<file path="src/rtl/udp_tx_scheduler_pkg.sv">
// Shared definitions for the UDP/IP transmit scheduler: transmitter state
// encoding, header sizes, scheduler FSM states and length helpers.
package udp_pkg;

  // Transmitter state value that means "idle / frame finished".
  localparam logic [3:0] TX_IDLE = 4'd0;

  localparam int UDP_HDR_BYTES = 8;
  localparam int IP_HDR_BYTES  = 20;

  typedef enum logic [1:0] {
    IDLE  = 2'd0,
    START = 2'd1,
    SEND  = 2'd2,
    GAP   = 2'd3
  } sched_state_t;

  // UDP length field: UDP header plus n 32-bit payload words (16-bit wrap).
  function automatic logic [15:0] udp_len(input logic [15:0] n_words);
    return 16'(UDP_HDR_BYTES) + (n_words << 2);
  endfunction

  // IP total length field: IP + UDP headers plus n payload words.
  function automatic logic [15:0] ip_len(input logic [15:0] n_words);
    return 16'(UDP_HDR_BYTES + IP_HDR_BYTES) + (n_words << 2);
  endfunction

endpackage

</file>
<file path="src/rtl/udp_tx_scheduler_if.sv">
// Scheduler-facing bundle: FIFO level, transmitter handshake, lengths and
// status. master = the scheduler, slave = FIFO/transmitter/host side.
interface udp_tx_scheduler_if #(
  parameter int unsigned FIFO_AW = 11
);
  logic               enable;
  logic [FIFO_AW-1:0] fifo_usedw;
  logic [3:0]         tx_state;
  logic               rdreq;
  logic               oen;
  logic [15:0]        tx_data_length;
  logic [15:0]        tx_total_length;
  logic               busy;
  logic [15:0]        pkt_count;
  logic               err_len;
  logic               err_wdog;
  logic               err_clr;

  modport master (
    input  enable, fifo_usedw, tx_state, rdreq, err_clr,
    output oen, tx_data_length, tx_total_length, busy, pkt_count,
           err_len, err_wdog
  );

  modport slave (
    output enable, fifo_usedw, tx_state, rdreq, err_clr,
    input  oen, tx_data_length, tx_total_length, busy, pkt_count,
           err_len, err_wdog
  );
endinterface

</file>
<file path="src/rtl/udp_tx_scheduler_sched_timer.sv">
// Purpose: generic clear/count counter with terminal-count flag, saturating at TERM.
// Latency: tc is a direct decode of the count register (asserts the cycle count == TERM).
// Backpressure: none; clr dominates en, counting stops at TERM until cleared.
module sched_timer #(
  parameter int unsigned TERM = 1
) (
  input  logic clk,
  input  logic rst_n,
  input  logic clr,
  input  logic en,
  output logic tc
);
  localparam int unsigned W      = (TERM < 1) ? 1 : $clog2(TERM + 1);
  localparam logic [W-1:0] TERM_W = W'(TERM);

  logic [W-1:0] cnt_q;

  assign tc = (cnt_q == TERM_W);

  // Count up while enabled, hold at the terminal value, restart on clear.
  always_ff @(posedge clk or negedge rst_n) begin
    if (!rst_n) begin
      cnt_q <= '0;
    end else if (clr) begin
      cnt_q <= '0;
    end else if (en && !tc) begin
      cnt_q <= cnt_q + 1'b1;
    end
  end
endmodule

</file>
<file path="src/rtl/udp_tx_scheduler.sv">
// Purpose: decides when a UDP frame is launched, its length, and paces frames (IFG, watchdog).
// Latency: FIFO reaching threshold in IDLE -> oen high two cycles later (decision, then START).
// Backpressure: holds oen until the transmitter leaves idle; enable only gates new launches.
module udp_tx_scheduler
  import udp_pkg::*;
#(
  parameter int unsigned PKT_WORDS    = 256,
  parameter int unsigned FIFO_AW      = 11,
  parameter int unsigned FLUSH_CYCLES = 125000,
  parameter int unsigned IFG_CYCLES   = 12,
  parameter int unsigned WDOG_CYCLES  = 4096
) (
  input  logic               e_rxc,
  input  logic               reset_n,
  udp_tx_scheduler_if.master bus
);

  localparam logic [FIFO_AW-1:0] PKT_W     = FIFO_AW'(PKT_WORDS);
  localparam int unsigned        GAP_TERM  = (IFG_CYCLES  > 0) ? IFG_CYCLES  - 1 : 0;
  localparam int unsigned        WDOG_TERM = (WDOG_CYCLES > 0) ? WDOG_CYCLES - 1 : 0;

  sched_state_t state_q, state_d;

  logic        launch;      // launch decision this cycle (IDLE only)
  logic        launch_q;    // decision registered; START follows next cycle
  logic        done;        // transmitter finished the frame
  logic        abort;       // watchdog expired in START/SEND
  logic        fifo_full;
  logic        fifo_some;
  logic        flush_clr;
  logic        flush_tc;
  logic        gap_tc;
  logic        wdog_run;
  logic        wdog_tc;
  logic        rd_hit;
  logic [15:0] n_d;
  logic [15:0] n_q;
  logic [15:0] rd_cnt_q;
  logic [15:0] rd_total;

  logic        oen_q;
  logic        busy_q;
  logic [15:0] data_len_q;
  logic [15:0] total_len_q;
  logic [15:0] pkt_count_q;
  logic        err_len_q;
  logic        err_wdog_q;

  assign fifo_full = (bus.fifo_usedw >= PKT_W);
  assign fifo_some = (bus.fifo_usedw != '0);
  assign n_d       = fifo_full ? 16'(PKT_WORDS) : 16'(bus.fifo_usedw);

  // Flush timer only runs while idle with a partial, non-empty FIFO.
  assign flush_clr = (state_q != IDLE) || launch_q || !fifo_some || fifo_full;
  assign wdog_run  = (state_q == START) || (state_q == SEND);

  // Read strobes count from the START exit cycle onward.
  assign rd_hit   = bus.rdreq &&
                    (((state_q == START) && (bus.tx_state != TX_IDLE)) ||
                     (state_q == SEND));
  assign rd_total = rd_cnt_q + 16'(rd_hit);

  sched_timer #(.TERM(FLUSH_CYCLES)) u_flush (
    .clk   (e_rxc),
    .rst_n (reset_n),
    .clr   (flush_clr),
    .en    (1'b1),
    .tc    (flush_tc)
  );

  sched_timer #(.TERM(GAP_TERM)) u_gap (
    .clk   (e_rxc),
    .rst_n (reset_n),
    .clr   (state_q != GAP),
    .en    (state_q == GAP),
    .tc    (gap_tc)
  );

  sched_timer #(.TERM(WDOG_TERM)) u_wdog (
    .clk   (e_rxc),
    .rst_n (reset_n),
    .clr   (!wdog_run),
    .en    (wdog_run),
    .tc    (wdog_tc)
  );

  // Scheduler state register.
  always_ff @(posedge e_rxc or negedge reset_n) begin
    if (!reset_n) begin
      state_q <= IDLE;
    end else begin
      state_q <= state_d;
    end
  end

  // Next-state decode; frame completion takes precedence over a same-cycle watchdog.
  always_comb begin
    state_d = state_q;
    launch  = 1'b0;
    done    = 1'b0;
    abort   = 1'b0;
    case (state_q)
      IDLE: begin
        if (launch_q) begin
          state_d = START;
        end else if (bus.enable && (fifo_full || (flush_tc && fifo_some))) begin
          launch = 1'b1;
        end
      end
      START: begin
        if (wdog_tc) begin
          abort   = 1'b1;
          state_d = IDLE;
        end else if (bus.tx_state != TX_IDLE) begin
          state_d = SEND;
        end
      end
      SEND: begin
        if (bus.tx_state == TX_IDLE) begin
          done    = 1'b1;
          state_d = GAP;
        end else if (wdog_tc) begin
          abort   = 1'b1;
          state_d = IDLE;
        end
      end
      GAP: begin
        if (gap_tc) begin
          state_d = IDLE;
        end
      end
      default: state_d = IDLE;
    endcase
  end

  // Launch pipeline, registered strobes and the per-packet word count.
  always_ff @(posedge e_rxc or negedge reset_n) begin
    if (!reset_n) begin
      launch_q <= 1'b0;
      oen_q    <= 1'b0;
      busy_q   <= 1'b0;
      n_q      <= '0;
      rd_cnt_q <= '0;
    end else begin
      launch_q <= launch;
      oen_q    <= (state_d == START);
      busy_q   <= (state_d != IDLE);
      if (launch) begin
        n_q      <= n_d;
        rd_cnt_q <= '0;
      end else if (rd_hit) begin
        rd_cnt_q <= rd_total;
      end
    end
  end

  // Frame lengths are captured only at the launch decision and held until the next one.
  always_ff @(posedge e_rxc or negedge reset_n) begin
    if (!reset_n) begin
      data_len_q  <= '0;
      total_len_q <= '0;
    end else if (launch) begin
      data_len_q  <= udp_len(n_d);
      total_len_q <= ip_len(n_d);
    end
  end

  // Completed-packet counter and sticky error flags; a new error beats err_clr.
  always_ff @(posedge e_rxc or negedge reset_n) begin
    if (!reset_n) begin
      pkt_count_q <= '0;
      err_len_q   <= 1'b0;
      err_wdog_q  <= 1'b0;
    end else begin
      if (done) begin
        pkt_count_q <= pkt_count_q + 16'd1;
      end
      if (done && (rd_total != n_q)) begin
        err_len_q <= 1'b1;
      end else if (bus.err_clr) begin
        err_len_q <= 1'b0;
      end
      if (abort) begin
        err_wdog_q <= 1'b1;
      end else if (bus.err_clr) begin
        err_wdog_q <= 1'b0;
      end
    end
  end

  assign bus.oen             = oen_q;
  assign bus.busy            = busy_q;
  assign bus.tx_data_length  = data_len_q;
  assign bus.tx_total_length = total_len_q;
  assign bus.pkt_count       = pkt_count_q;
  assign bus.err_len         = err_len_q;
  assign bus.err_wdog        = err_wdog_q;

endmodule

</file>
<file path="src/flat_wrapper.sv">
// flat-port wrapper written by rule: the top's interface ports become plain ports
module udp_tx_scheduler_flat import udp_pkg::*;
#(
  parameter int unsigned PKT_WORDS    = 256,
  parameter int unsigned FIFO_AW      = 11,
  parameter int unsigned FLUSH_CYCLES = 125000,
  parameter int unsigned IFG_CYCLES   = 12,
  parameter int unsigned WDOG_CYCLES  = 4096
)
  (e_rxc, reset_n, bus_enable, bus_fifo_usedw, bus_tx_state, bus_rdreq, bus_err_clr, bus_oen, bus_tx_data_length, bus_tx_total_length, bus_busy, bus_pkt_count, bus_err_len, bus_err_wdog);
  udp_tx_scheduler_if #(.FIFO_AW(FIFO_AW)) bus_i ();
  input  logic e_rxc;
  input  logic reset_n;
  input wire logic [$bits(bus_i.enable)-1:0] bus_enable;
  input wire logic [$bits(bus_i.fifo_usedw)-1:0] bus_fifo_usedw;
  input wire logic [$bits(bus_i.tx_state)-1:0] bus_tx_state;
  input wire logic [$bits(bus_i.rdreq)-1:0] bus_rdreq;
  input wire logic [$bits(bus_i.err_clr)-1:0] bus_err_clr;
  output wire logic [$bits(bus_i.oen)-1:0] bus_oen;
  output wire logic [$bits(bus_i.tx_data_length)-1:0] bus_tx_data_length;
  output wire logic [$bits(bus_i.tx_total_length)-1:0] bus_tx_total_length;
  output wire logic [$bits(bus_i.busy)-1:0] bus_busy;
  output wire logic [$bits(bus_i.pkt_count)-1:0] bus_pkt_count;
  output wire logic [$bits(bus_i.err_len)-1:0] bus_err_len;
  output wire logic [$bits(bus_i.err_wdog)-1:0] bus_err_wdog;
  assign bus_i.enable = bus_enable;
  assign bus_i.fifo_usedw = bus_fifo_usedw;
  assign bus_i.tx_state = bus_tx_state;
  assign bus_i.rdreq = bus_rdreq;
  assign bus_i.err_clr = bus_err_clr;
  assign bus_oen = bus_i.oen;
  assign bus_tx_data_length = bus_i.tx_data_length;
  assign bus_tx_total_length = bus_i.tx_total_length;
  assign bus_busy = bus_i.busy;
  assign bus_pkt_count = bus_i.pkt_count;
  assign bus_err_len = bus_i.err_len;
  assign bus_err_wdog = bus_i.err_wdog;
  udp_tx_scheduler #(.PKT_WORDS(PKT_WORDS), .FIFO_AW(FIFO_AW), .FLUSH_CYCLES(FLUSH_CYCLES), .IFG_CYCLES(IFG_CYCLES), .WDOG_CYCLES(WDOG_CYCLES)) u_core (.e_rxc(e_rxc), .reset_n(reset_n), .bus(bus_i));
endmodule
</file>
<file path="config.mk">
export PLATFORM = sky130hd
export DESIGN_NAME = udp_tx_scheduler_flat
export DESIGN_NICKNAME = d
export VERILOG_FILES = /design/src/rtl/udp_tx_scheduler_pkg.sv /design/src/rtl/udp_tx_scheduler_if.sv /design/src/rtl/udp_tx_scheduler_sched_timer.sv /design/src/rtl/udp_tx_scheduler.sv /design/src/flat_wrapper.sv
export SDC_FILE = /design/constraint.sdc
export NUM_CORES = 1
export LEC_CHECK = 0
export ABC_AREA = 0
export CORE_MARGIN = 3
export CORE_UTILIZATION = 55
export DETAILED_ROUTE_END_ITERATION = 7
export PLACE_DENSITY_LB_ADDON = 0.1
export RECOVER_POWER = 25
export SLEW_MARGIN = 0
export SYNTH_ARGS = -nofsm -noshare
export SYNTH_HDL_FRONTEND = slang
export SYNTH_SLANG_ARGS = --single-unit
</file>
<file path="constraint.sdc">
create_clock -name e_rxc -period 3.9 [get_ports e_rxc]
set_input_delay 1.17 -clock e_rxc [delete_from_list [all_inputs] [get_ports e_rxc]]
set_output_delay 1.17 -clock e_rxc [all_outputs]
set_load 0.02 [all_outputs]
</file>
==> results.md <==
* Netlist Area Pre-Place at 0.00564 mm²
* Number of placed I/O pins at 72
* Nets@finish at roughly 680
* Yosys Warn Count at 0
* Worst Hold Path EP: u_core.bus.pkt_count[15]$_DFFE_PN0P_
* H-tree Lvls at 3
* R2R depth at 13
* Crit path required time at 4.14 ns
* Wire per inst at approximately 15 µm
* Clk_lat worst skew at roughly 0.38 ns
* Total core area at 0.00986 mm²
* DR iter-0 viols at 209
* Status: finished, violations left
* Synth Instances at 587
* CP top delay family: compound AO/OA/AOI/OAI gates
* Setup Viol. Count Final at 0
* Drt first pass iters at 4
* Largest cells by area after synthesis: dfrtp_1 47%, xnor2_1 6.1%, xor2_1 5.1%
* Share of layout cells above drive strength 1 at 6.29%
* Fmax at 273 MHz
* Largest net degree at the start of global routing at 80
* Critical Path Max Stage Delay at 0.44 ns
* Reg2reg start: u_core.state_q[1]$_DFF_PN0_
* Synth-to-layout area growth at 16.3%
* Crit path cell chain: clkdlybuf4s50_1 > o41a_1 > o21ai_1 > inv_1 > ha_1 > ha_1 > xor2_1 > a2111o_1 > a2111oi_1 > a41oi_1
* CTS Sinks at 106
* # diodes at 0
* Initial antenna violation count at 0
* DIE WIDTH at 107 µm
* Slowest cell on the critical path: o41a_1
* Most frequent cells in the layout: 106 x dfrtp_1, 68 x nand2_1, 62 x clkdlybuf4s50_1
* Part of the Yosys area used for sequential elements at 47.0%
* Remaining Overflow, GRT at 0
* Die ar. at 0.0115 mm²
* Setup TNS Final at 0 ns
* Flops & latches, synth at 106
* Main synth FF type: dfrtp_1
* Number of synthesized flops with an enable pin at 0
* PD cells at between 400 and 500 mW/mm²
* Met3 WL post-DR at 651 µm
* Hold slack at 0.485 ns
* Worst-path fanout max at 2
* Startpoint of the worst hold path: u_core.bus.pkt_count[15]$_DFFE_PN0P_
* Root Buffer: clkbuf_8
* Most common cell after layout, fill and taps aside: dfrtp_1
* Die Y at roughly 110 µm
* Worst EP arrival at around 3.9 ns
* MaxCap Viol Count at 1
* Hold Crit Class: register to register
* Top-area cell type share of the netlist area at between 40% and 50%
* Final hold violations at 0
* CTS tree: yes
* Routability cong. at between 0.8 and 0.9
* Final ANT Viol Nets at 0
* Vias in the first global route at 4282
* Worst-path clk slew at 0.10 ns
* Slew headroom at -28.0%
* Drt total wl at 11500 µm
* Critical Path Most Common Cell: ha_1
* Max Slew Vio Count at 80
* Leakage power at 2.90 nW
* First-pass GRT wire length at 19900 µm
* Final worst path period share at a little over nine tenths
* Reg2reg setup slack at 0.89 ns
* Critical path class: primary input to register
* Time the worst path needs with I/O delays and setup at about 3.7 ns
* Async S/R FF share, synth at 100%
* HPWL Detailed at ~8300 µm
* Peak VDD IR at 0.000407 V
* Metal2 WL at 5270 µm
* Clock buffer depth at 2
* Buf/Inv on CP at 2
* Worst clock skew at 0.0138 ns
* Startpoint types: primary input
* Post-synthesis area per instance at 9.61 µm²
* Top routing layer in use: met4
* Failing checks: max-capacitance violations, max-slew violations
* DR vias/cell at 5.53
* Detailed-route via count at 4343
* Initial Utilization at 57.2%
* DRC viols at 0
* Worst-margin pin slew at 1.92 ns
* Cts hold-fix bufs at 0
* Post-synth top area cell: dfrtp_1
* M1 wire length at 5380 µm
* CP endpoint kind: register
* Gr usage total at between 20% and 30%
* Worst hold stages at 1
* IO Port Bufs at 63
* RSZ-0062 raised after global routing: no
* Rows at 36
* Reg-to-Reg End: u_core.bus.err_len$_DFFE_PN0P_
* Distinct cells, synth at 60
* CTS buffer count at 9
* Postcts setup bufs at 0
registers in the layout, summed over array words and instances (netlist names), 2 cells and up:
register                    flops
u_core.u_wdog.cnt_q            12
u_core.n_q                     11
u_core.bus.tx_total_length     12
u_core.state_q                  2
u_core.bus.tx_data_length      11
u_core.u_flush.cnt_q           17
u_core.rd_cnt_q                16
u_core.bus.pkt_count           16
u_core.u_gap.cnt_q              4
cell families (layout without fill, tap and decap cells):
logic type	count (synthesis)	in the layout	share of synthesized area, %
AO/OA/AOI/OAI	76	76	8.87
XOR/XNOR	72	72	11.2
adder cells (fa/ha/maj)	16	16	3.55
buffers and inverters	55	113	4.90
flip-flops	106	106	47.0
multiplexers	4	4	0.732
other	1	8	0.0665
AND/OR/NAND/NOR	257	257	23.7
worst reg2reg max path, stage by stage, from the launching register on:
cell,delay [ns]
dfrtp_1,0.45
inv_1,0.14
ha_1,0.23
o41a_1,0.19
o21ai_1,0.11
inv_1,0.10
ha_1,0.17
ha_1,0.17
nand3_1,0.09
buf_4,0.21
or3_1,0.33
o32a_1,0.35
a22oi_1,0.20
a41oi_1,0.14
layout make-up:
| class | instances | area [µm²] |
|---|---|---|
| Fill cell | 796 | 3300 |
| Multi-Input combinational cell | 433 | 2740 |
| Sequential cell | 106 | 2650 |
| Timing Repair Buffer | 78 | 738 |
| Tap cell | 133 | 166 |
| Clock buffer | 9 | 124 |
| Inverter | 19 | 72.6 |
| Clock inverter | 7 | 68.8 |
through the flow:
| step | total power [mW] | setup WS, ns | instances | area (µm²) | util (%) |
|---|---|---|---|---|---|
| final | 3.01 | 0.243 | 785 | 6560 | 66.5 |
| after global routing | 3.21 | 0.0620 | 785 | 6560 | 66.5 |
| after CTS | 3.04 | 0.221 | 785 | 6560 | 66.5 |
| after detailed placement | 2.36 | -0.198 | 769 | 6370 | 64.6 |
| after global placement | 2.33 | -0.155 | 769 | 6370 | 64.6 |
| after floorplan | 2.00 | 0.189 | 594 | 5670 | - |
worst max-delay path by stage:
stage	startpoint	endpoint	slack, ns	depth (start not counted)
2_1_floorplan	bus_tx_state[1]	u_core.bus.err_len$_DFFE_PN0P_	0.19	10
3_3_place_gp	bus_tx_state[1]	u_core.bus.err_len$_DFFE_PN0P_	-0.16	10
3_5_place_dp	bus_tx_state[1]	u_core.bus.err_len$_DFFE_PN0P_	-0.20	10
4_1_cts	bus_tx_state[1]	u_core.bus.err_len$_DFFE_PN0P_	0.22	10
5_1_grt	bus_tx_state[1]	u_core.bus.err_len$_DFFE_PN0P_	0.06	10
6_report	bus_tx_state[1]	u_core.bus.err_len$_DFFE_PN0P_	0.24	10
layer usage:
layer	global-route usage [%]	vias to the layer above
met4	6.48	0
met3	5.04	18
li1	-	2132
met2	34.1	105
met1	29.0	2088
met5	0	-
timing repair:
action,in CTS,in global routing
resized for setup,0,1
endpoints found under the setup margin,0,1
hold endpoints to repair,0,0
cells in the mapped netlist (4+ instances only):
master    count
dfrtp_1     106
nand2_1      68
nor2_1       51
xnor2_1      39
xor2_1       33
nand3_1      26
o21ai_0      22
inv_1        18
nand4_1      17
ha_1         16
a21oi_1      14
and2_1       13
nor3_1       13
and3_1       12
buf_2        11
clkbuf_1     11
nor4_1       11
buf_4        10
or3_1         9
and4_1        8
nor2b_1       8
o31ai_1       6
nand2b_1      4
nand3b_1      4
o21a_1        4
o21ai_1       4
power breakdown:
part           total (mW)  internal, mW  switching, mW
registers            1.39          1.25          0.134
logic               0.955         0.408          0.547
clock network       0.668         0.252          0.415
(Power assumes the default switching activity.)
